==> src/rtl/rs485_slave_responder_if.sv <==
// rs485_slave_responder_if: bus and status bundle for the RS485 slave responder.
// slave modport (DUT): rx, tx_data in; tx, tx_enable, tx_busy, addr_match, bcast_detect, frame_error, tx_complete out.
// master modport: the same signals seen from the bus / host side.
interface rs485_slave_responder_if #(
  parameter int NUM_BYTES = 2
);
  logic                   rx;
  logic [8*NUM_BYTES-1:0] tx_data;
  logic                   tx;
  logic                   tx_enable;
  logic                   tx_busy;
  logic                   addr_match;
  logic                   bcast_detect;
  logic                   frame_error;
  logic                   tx_complete;
  modport slave (
    input  rx, tx_data,
    output tx, tx_enable, tx_busy, addr_match, bcast_detect, frame_error, tx_complete
  );
  modport master (
    output rx, tx_data,
    input  tx, tx_enable, tx_busy, addr_match, bcast_detect, frame_error, tx_complete
  );
endinterface

==> src/rtl/rs485_slave_responder.sv <==
// rs485_slave_responder: half-duplex RS485 multidrop slave answering its own 9-bit address frame with NUM_BYTES data frames.
// Ports: clk_i (system clock), rst_ni (asynchronous active-low reset), bus (slave modport of rs485_slave_responder_if).
// Optional feature macro RS485_BROADCAST_EN: address 8'hFF is accepted as a broadcast (bcast_detect, no response).
module rs485_slave_responder #(
  parameter int         CLKS_PER_BIT    = 50,
  parameter logic [7:0] SLAVE_ADDR      = 8'h01,
  parameter int         NUM_BYTES       = 2,
  parameter int         TURNAROUND_BITS = 1
) (
  input logic                    clk_i,
  input logic                    rst_ni,
  rs485_slave_responder_if.slave bus
);
  localparam int              CW       = $clog2(CLKS_PER_BIT);
  localparam int              BW       = $clog2(NUM_BYTES + 1);
  localparam logic [CW-1:0]   BIT_END  = CW'(CLKS_PER_BIT - 1);
  localparam logic [CW-1:0]   HALF_END = CW'(CLKS_PER_BIT / 2 - 1);
  localparam logic [3:0]      LEAD_END = 4'(TURNAROUND_BITS == 0 ? 0 : TURNAROUND_BITS - 1);
  localparam logic [BW-1:0]   BYTE_END = BW'(NUM_BYTES - 1);

  typedef enum logic [1:0] {R_IDLE, R_START, R_BITS, R_STOP} r_state_e;
  typedef enum logic [2:0] {T_IDLE, T_LEAD, T_FRAME, T_TAIL, T_DONE} t_state_e;

  logic [1:0]             sync_q;
  logic                   rx_prev_q;
  r_state_e               r_state_q, r_state_d;
  logic [CW-1:0]          r_cnt_q, r_cnt_d;
  logic [3:0]             r_bit_q, r_bit_d;
  logic [8:0]             r_sh_q, r_sh_d;
  logic                   am_q, am_d;
  logic                   bc_q, bc_d;
  logic                   fe_q, fe_d;
  logic [8*NUM_BYTES-1:0] shadow_q, shadow_d;
  t_state_e               t_state_q, t_state_d;
  logic [CW-1:0]          t_cnt_q, t_cnt_d;
  logic [3:0]             t_bit_q, t_bit_d;
  logic [BW-1:0]          t_byte_q, t_byte_d;

  logic        rx_s;
  logic        busy;
  logic        is_bc;
  logic        good;
  logic [7:0]  cur_byte;
  logic [10:0] t_frame;

  assign rx_s = sync_q[1];
  assign busy = am_q | (t_state_q != T_IDLE);
  // Mark set and stop high: a well-formed address frame, whoever it is for.
  assign good = rx_s & r_sh_q[8];

`ifdef RS485_BROADCAST_EN
  assign is_bc = r_sh_q[7:0] == 8'hFF;
`else
  assign is_bc = 1'b0;
`endif

  // Receiver; held idle while transmitting so our own echo is ignored.
  always_comb begin
    r_state_d = r_state_q;
    r_cnt_d   = r_cnt_q + 1'b1;
    r_bit_d   = r_bit_q;
    r_sh_d    = r_sh_q;
    am_d      = 1'b0;
    bc_d      = 1'b0;
    fe_d      = 1'b0;
    if (busy) begin
      r_state_d = R_IDLE;
      r_cnt_d   = '0;
    end else begin
      case (r_state_q)
        R_IDLE: begin
          r_cnt_d = '0;
          if (rx_prev_q && !rx_s) r_state_d = R_START;
        end
        R_START: if (r_cnt_q == HALF_END) begin
          r_cnt_d   = '0;
          r_bit_d   = '0;
          r_state_d = rx_s ? R_IDLE : R_BITS;
        end
        R_BITS: if (r_cnt_q == BIT_END) begin
          r_cnt_d   = '0;
          r_sh_d    = {rx_s, r_sh_q[8:1]};
          r_bit_d   = r_bit_q + 1'b1;
          r_state_d = r_bit_q == 4'd8 ? R_STOP : R_BITS;
        end
        R_STOP: if (r_cnt_q == BIT_END) begin
          r_state_d = R_IDLE;
          fe_d      = !rx_s;
          am_d      = good & !is_bc & (r_sh_q[7:0] == SLAVE_ADDR);
          bc_d      = good & is_bc;
        end
        default: r_state_d = R_IDLE;
      endcase
    end
    shadow_d = am_d ? bus.tx_data : shadow_q;
  end

  assign cur_byte = shadow_q[{t_byte_q, 3'b000} +: 8];
  // Bit 0 is the start bit, bit 9 the mark (0 = data), bit 10 the stop bit.
  assign t_frame  = {2'b10, cur_byte, 1'b0};

  // Transmitter
  always_comb begin
    t_state_d = t_state_q;
    t_cnt_d   = t_cnt_q + 1'b1;
    t_bit_d   = t_bit_q;
    t_byte_d  = t_byte_q;
    case (t_state_q)
      T_IDLE: begin
        t_cnt_d  = '0;
        t_bit_d  = '0;
        t_byte_d = '0;
        if (am_q) t_state_d = TURNAROUND_BITS == 0 ? T_FRAME : T_LEAD;
      end
      T_LEAD: if (t_cnt_q == BIT_END) begin
        t_cnt_d   = '0;
        t_bit_d   = t_bit_q == LEAD_END ? 4'd0 : t_bit_q + 1'b1;
        t_state_d = t_bit_q == LEAD_END ? T_FRAME : T_LEAD;
      end
      T_FRAME: if (t_cnt_q == BIT_END) begin
        t_cnt_d = '0;
        t_bit_d = t_bit_q == 4'd10 ? 4'd0 : t_bit_q + 1'b1;
        if (t_bit_q == 4'd10) begin
          t_byte_d  = t_byte_q == BYTE_END ? t_byte_q : t_byte_q + 1'b1;
          t_state_d = t_byte_q == BYTE_END ? T_TAIL : T_FRAME;
        end
      end
      T_TAIL: if (t_cnt_q == BIT_END) t_state_d = T_DONE;
      T_DONE: t_state_d = T_IDLE;
      default: t_state_d = T_IDLE;
    endcase
  end

  always_ff @(posedge clk_i or negedge rst_ni) begin
    if (!rst_ni) begin
      sync_q    <= 2'b11;
      rx_prev_q <= 1'b1;
      r_state_q <= R_IDLE;
      r_cnt_q   <= '0;
      r_bit_q   <= '0;
      r_sh_q    <= '0;
      am_q      <= 1'b0;
      bc_q      <= 1'b0;
      fe_q      <= 1'b0;
      shadow_q  <= '0;
      t_state_q <= T_IDLE;
      t_cnt_q   <= '0;
      t_bit_q   <= '0;
      t_byte_q  <= '0;
    end else begin
      sync_q    <= {sync_q[0], bus.rx};
      rx_prev_q <= rx_s;
      r_state_q <= r_state_d;
      r_cnt_q   <= r_cnt_d;
      r_bit_q   <= r_bit_d;
      r_sh_q    <= r_sh_d;
      am_q      <= am_d;
      bc_q      <= bc_d;
      fe_q      <= fe_d;
      shadow_q  <= shadow_d;
      t_state_q <= t_state_d;
      t_cnt_q   <= t_cnt_d;
      t_bit_q   <= t_bit_d;
      t_byte_q  <= t_byte_d;
    end
  end

  assign bus.tx_enable    = (t_state_q == T_LEAD) | (t_state_q == T_FRAME) | (t_state_q == T_TAIL);
  assign bus.tx           = t_state_q == T_FRAME ? t_frame[t_bit_q] : 1'b1;
  assign bus.tx_busy      = busy;
  assign bus.addr_match   = am_q;
  assign bus.bcast_detect = bc_q;
  assign bus.frame_error  = fe_q;
  assign bus.tx_complete  = t_state_q == T_DONE;
endmodule

==> src/flat_wrapper.sv <==
// flat-port wrapper written by rule: the top's interface ports become plain ports
module rs485_slave_responder_flat 
#(
  parameter int         CLKS_PER_BIT    = 50,
  parameter logic [7:0] SLAVE_ADDR      = 8'h01,
  parameter int         NUM_BYTES       = 2,
  parameter int         TURNAROUND_BITS = 1
)
  (clk_i, rst_ni, bus_rx, bus_tx_data, bus_tx, bus_tx_enable, bus_tx_busy, bus_addr_match, bus_bcast_detect, bus_frame_error, bus_tx_complete);
  rs485_slave_responder_if #(.NUM_BYTES(NUM_BYTES)) bus_i ();
  input logic clk_i;
  input logic rst_ni;
  input wire logic [$bits(bus_i.rx)-1:0] bus_rx;
  input wire logic [$bits(bus_i.tx_data)-1:0] bus_tx_data;
  output wire logic [$bits(bus_i.tx)-1:0] bus_tx;
  output wire logic [$bits(bus_i.tx_enable)-1:0] bus_tx_enable;
  output wire logic [$bits(bus_i.tx_busy)-1:0] bus_tx_busy;
  output wire logic [$bits(bus_i.addr_match)-1:0] bus_addr_match;
  output wire logic [$bits(bus_i.bcast_detect)-1:0] bus_bcast_detect;
  output wire logic [$bits(bus_i.frame_error)-1:0] bus_frame_error;
  output wire logic [$bits(bus_i.tx_complete)-1:0] bus_tx_complete;
  assign bus_i.rx = bus_rx;
  assign bus_i.tx_data = bus_tx_data;
  assign bus_tx = bus_i.tx;
  assign bus_tx_enable = bus_i.tx_enable;
  assign bus_tx_busy = bus_i.tx_busy;
  assign bus_addr_match = bus_i.addr_match;
  assign bus_bcast_detect = bus_i.bcast_detect;
  assign bus_frame_error = bus_i.frame_error;
  assign bus_tx_complete = bus_i.tx_complete;
  rs485_slave_responder #(.CLKS_PER_BIT(CLKS_PER_BIT), .SLAVE_ADDR(SLAVE_ADDR), .NUM_BYTES(NUM_BYTES), .TURNAROUND_BITS(TURNAROUND_BITS)) u_core (.clk_i(clk_i), .rst_ni(rst_ni), .bus(bus_i));
endmodule
==> config.mk <==
export PLATFORM = sky130hd
export DESIGN_NAME = rs485_slave_responder_flat
export DESIGN_NICKNAME = d
export VERILOG_FILES = /design/src/rtl/rs485_slave_responder_if.sv /design/src/rtl/rs485_slave_responder.sv /design/src/flat_wrapper.sv
export SDC_FILE = /design/constraint.sdc
export NUM_CORES = 1
export LEC_CHECK = 0
export CAP_MARGIN = 10
export CORE_MARGIN = 1
export CORE_UTILIZATION = 52
export CTS_CLUSTER_DIAMETER = 120
export DETAILED_ROUTE_END_ITERATION = 6
export GPL_TIMING_DRIVEN = 0
export HOLD_SLACK_MARGIN = 0.06
export PLACE_DENSITY_LB_ADDON = 0.15
export SLEW_MARGIN = 5
export SYNTH_ARGS = -nofsm -noshare
export SYNTH_HDL_FRONTEND = slang
export SYNTH_SLANG_ARGS = --single-unit
==> constraint.sdc <==
create_clock -name clk_i -period 2.15 [get_ports clk_i]
set_clock_uncertainty 0.15 [all_clocks]
set_input_delay 0.43 -clock clk_i [delete_from_list [all_inputs] [get_ports clk_i]]
set_output_delay 0.43 -clock clk_i [all_outputs]
set_load 0.02 [all_outputs]
==> flow_summary_export.csv, run 1 <==
group,metric,value,unit
run_status,status,"finished with violations",
run_status,violations,"negative setup slack",
critical_path,cp_max_fo,6,
placed_design,dp.final_hpwl,4.00,mm
clocking,max-clock-path-buffers,2,
layout,nFillCells,417,
drt,vias,2180,
critical_path,crit_path_end_kind,"output port",
layout,area_growth,22.2,%
logic_synthesis,async_reset_ff_frac,1.00,
clocking,cts_root_buf,"clkbuf_8",
critical_path,crit_required,1.57,ns
logic_synthesis,synthTopCellsByArea,"dfrtp_1 45%, ha_1 6.6%, mux2_1 6.4%",
drt,drt_iter0_markers,93,
critical_path,critPathKind,"reg -> out",
timing,hold_viol,0,
placed_design,dp.cells,370,
drt,wl_met2,2.93,mm
critical_path,reg2reg_depth,7,
logic_synthesis,synthCells,273,
clocking,clkSlewWorstSetupHoldPaths,0.07,ns
layout,diodes,0,
power,p_leak,1.67,nW
drt,route.detailed.drc,0,
logic_synthesis,netlist.area_leader.share,0.448,
drt,top_layer_used,"met4",
power,vdd_drop_max,0.524,mV
logic_synthesis,syn_nets,308,
logic_synthesis,synth_seq_area_share,0.474,
timing,maxSlewViolCount,0,
clocking,cts_buffers,9,
clocking,clk_latency,0.34,ns
logic_synthesis,yosysWarningCount,0,
drt,drtAntennaViolNets,0,
logic_synthesis,yosysTopAreaCell,"dfrtp_1",
hold_path,holdPathStages,0,
critical_path,r2r-start,"u_core.t_bit_q[0]",
layout,layout.cells.non_filler,395,
global_route,overflow,0,
timing,grt_setup_unrepaired,"true",
critical_path,rr_endpoint,"u_core.t_bit_q[1]",
timing,max_freq,0.371,GHz
power,cellPowerDensity,667,mW/mm²
drt,wl_met3,203,µm
floorplan,fp.dieW,78.1,µm
timing,fin_crit_sh,1.26,
global_route,grt_pass1_vias,2166,
logic_synthesis,synth-edff-count,0,
hold_path,hp-start,"u_core.sync_q[0]",
logic_synthesis,synth_cell_types,58,
timing,fin_crit,2.70,ns
hold_path,hp-class,"reg -> reg",
floorplan,pin_count,26,
logic_synthesis,postSynthAreaPerCell,11.0,µm²
critical_path,rrSetupSlack,0.06,ns
floorplan,start_util,0.544,
floorplan,dieHeight,78.1,µm
global_route,grt_max_degree,40,
placed_design,place_ws,-0.707,ns
power,power.total,2.46,mW
critical_path,start_kind,"register",
drt,drt-wirelength-per-cell,14.6,µm
drt,drt-total-wl,5.77,mm
clocking,htree_levels,3,
global_route,grt_first_pass_wirelength,9.88,mm
global_route,antenna_found_initial,0,
clocking,cts_tree,"yes",
timing,layout_setup_ws,-0.549,ns
hold_path,hold_end,"u_core.sync_q[1]",
logic_synthesis,synth_ff_type,"dfrtp_1",
floorplan,die-area,0.00611,mm²
timing,finalSetupTns,-0.549,ns
drt,viasPerCell,5.52,
layout,drive_gt1_frac,0.214,
drt,first_pass_iters,4,
timing,finalSetupViolations,1,
timing,hold_ws,0.206,ns
logic_synthesis,ys_ff_latch,57,
logic_synthesis,synth_area,0.00301,mm²
floorplan,fp-row-count,27,
global_route,grt_use_total,0.211,
job,max_cap_violations,0,
placed_design,port_buffers,24,
drt,met1Wirelength,2.53,mm
placed_design,routabilityCongestion,0.843,
critical_path,critPathLaunch,"u_core.t_byte_q[0]",
clocking,cts_sinks,57,
critical_path,critPathArrivalTime,2.12,ns
layout,layout.nets,353,
floorplan,core-area,0.00554,mm²
-- power by group --
group          internal, mW  total [mW]  switching (mW)
clock network         0.568        1.02           0.451
logic                 0.129       0.281           0.152
registers              1.11        1.16          0.0485
total                  1.80        2.46           0.651
-- layer usage --
layer	vias up	global-route usage
met1	1059	0.270
met2	45	0.338
met3	11	0.0488
met4	0	0.104
li1	1065	-
met5	-	0
-- state kept, by name, indices dropped and copies added (netlist names) --
register / count
u_core.bus.frame_error: 1
u_core.shadow_q: 16
u_core.r_cnt_q: 6
u_core.t_byte_q: 2
u_core.t_bit_q: 4
u_core.r_sh_q: 9
u_core.r_bit_q: 4
u_core.bus.addr_match: 1
u_core.r_state_q: 2
u_core.rx_prev_q: 1
u_core.t_state_q: 3
u_core.sync_q: 2
u_core.t_cnt_q: 6
-- cell usage after synthesis, types with 2 or more instances --
master,instances
nand3b_1,3
o22ai_1,2
and2_1,2
nor4_1,4
inv_1,16
mux4_2,2
xnor2_1,5
nor2_1,25
a41o_1,2
o32ai_1,2
buf_6,2
dfstp_2,3
buf_2,5
mux2i_1,7
nand3_1,12
mux2_2,9
ha_1,16
nor4b_1,3
nand4b_1,5
nor3_1,4
clkbuf_1,6
mux2_1,17
xor2_1,3
o21ai_0,6
or4_1,2
a21oi_1,6
a31oi_1,5
nor4bb_1,2
buf_4,2
nand2_1,14
dfrtp_1,54
-- cells by family after synthesis --
family / after synthesis / share of synthesized area
AOI/OAI and AO/OA: 36 / 0.0851
DFF: 57 / 0.474
adders and majority gates: 16 / 0.0664
and+or+nand+nor: 87 / 0.163
muxes: 35 / 0.135
buffers and inverters: 33 / 0.0511
other: 1 / 0.00124
xor gates and xnor gates: 8 / 0.0232
-- layout make-up --
cell class	instances	area [µm²]	share of cell area
clock buffers	10	138	0.0374
multi-input cells	183	1460	0.396
clock inverters	6	67.6	0.0183
well taps	72	90.1	0.0244
repair buffers	36	337	0.0913
plain buffers	14	97.6	0.0265
flip-flops and latches	57	1430	0.389
inverters	17	63.8	0.0173
-- repair_timing --
action                     CTS  global route
hold buffers                 1             0
buffers inserted             4             6
hold endpoints to repair    18             0
cloned                       0             0
gates resized for setup     17            13
setup endpoints to repair   15            19
pin swaps                    1             3
-- per-stage QoR --
stage	cell area (µm²)	utilization
after floorplan	3020	-
after global placement	3350	0.604
after detailed placement	3360	0.607
after CTS	3610	0.652
after global routing	3680	0.665
final	3680	0.665
-- worst max path at each step --
stage / endpoint / slack [ns] / cells after the start
after floorplan: bus_tx / -0.04 / 5
final: bus_tx / -0.55 / 6
after detailed placement: bus_tx / -0.71 / 6
after global placement: u_core.r_sh_q[5] / -1.29 / 1
after global routing: bus_tx / -0.60 / 6
after CTS: bus_tx / -0.58 / 6
-- cells in the final DEF, fill, tap and decap left out, types with 3 or more instances in the layout --
master / instances
ha_1: 16
dfrtp_1: 52
inv_1: 16
clkbuf_2: 5
nor4b_1: 3
xnor2_1: 5
clkdlybuf4s50_1: 19
mux2_1: 17
a31oi_1: 5
clkbuf_8: 10
nor2_1: 24
nand4b_1: 5
mux2i_1: 7
dfstp_2: 3
nand3_1: 12
a21oi_1: 6
buf_4: 13
buf_6: 3
nand3b_1: 3
nor3_1: 4
mux2_2: 9
xor2_1: 3
o21ai_0: 5
buf_2: 3
nand2_1: 14
-- worst max-delay path: stages (launching register included) --
cell and delay [ns]:
dfrtp_1 0.36, buf_6 0.14, mux4_2 0.50, mux2i_1 0.16, nor4b_1 0.07, or4_4 0.41, buf_6 0.15
No activity file was read; power rests on OpenSTA's default activity.
==> run 2: changes to the inputs <==
Settings changed: CTS_CLUSTER_SIZE from default to 14.
==> results of run 2 <==
The final DEF is identical to that of run 1; final timing and power are the same.
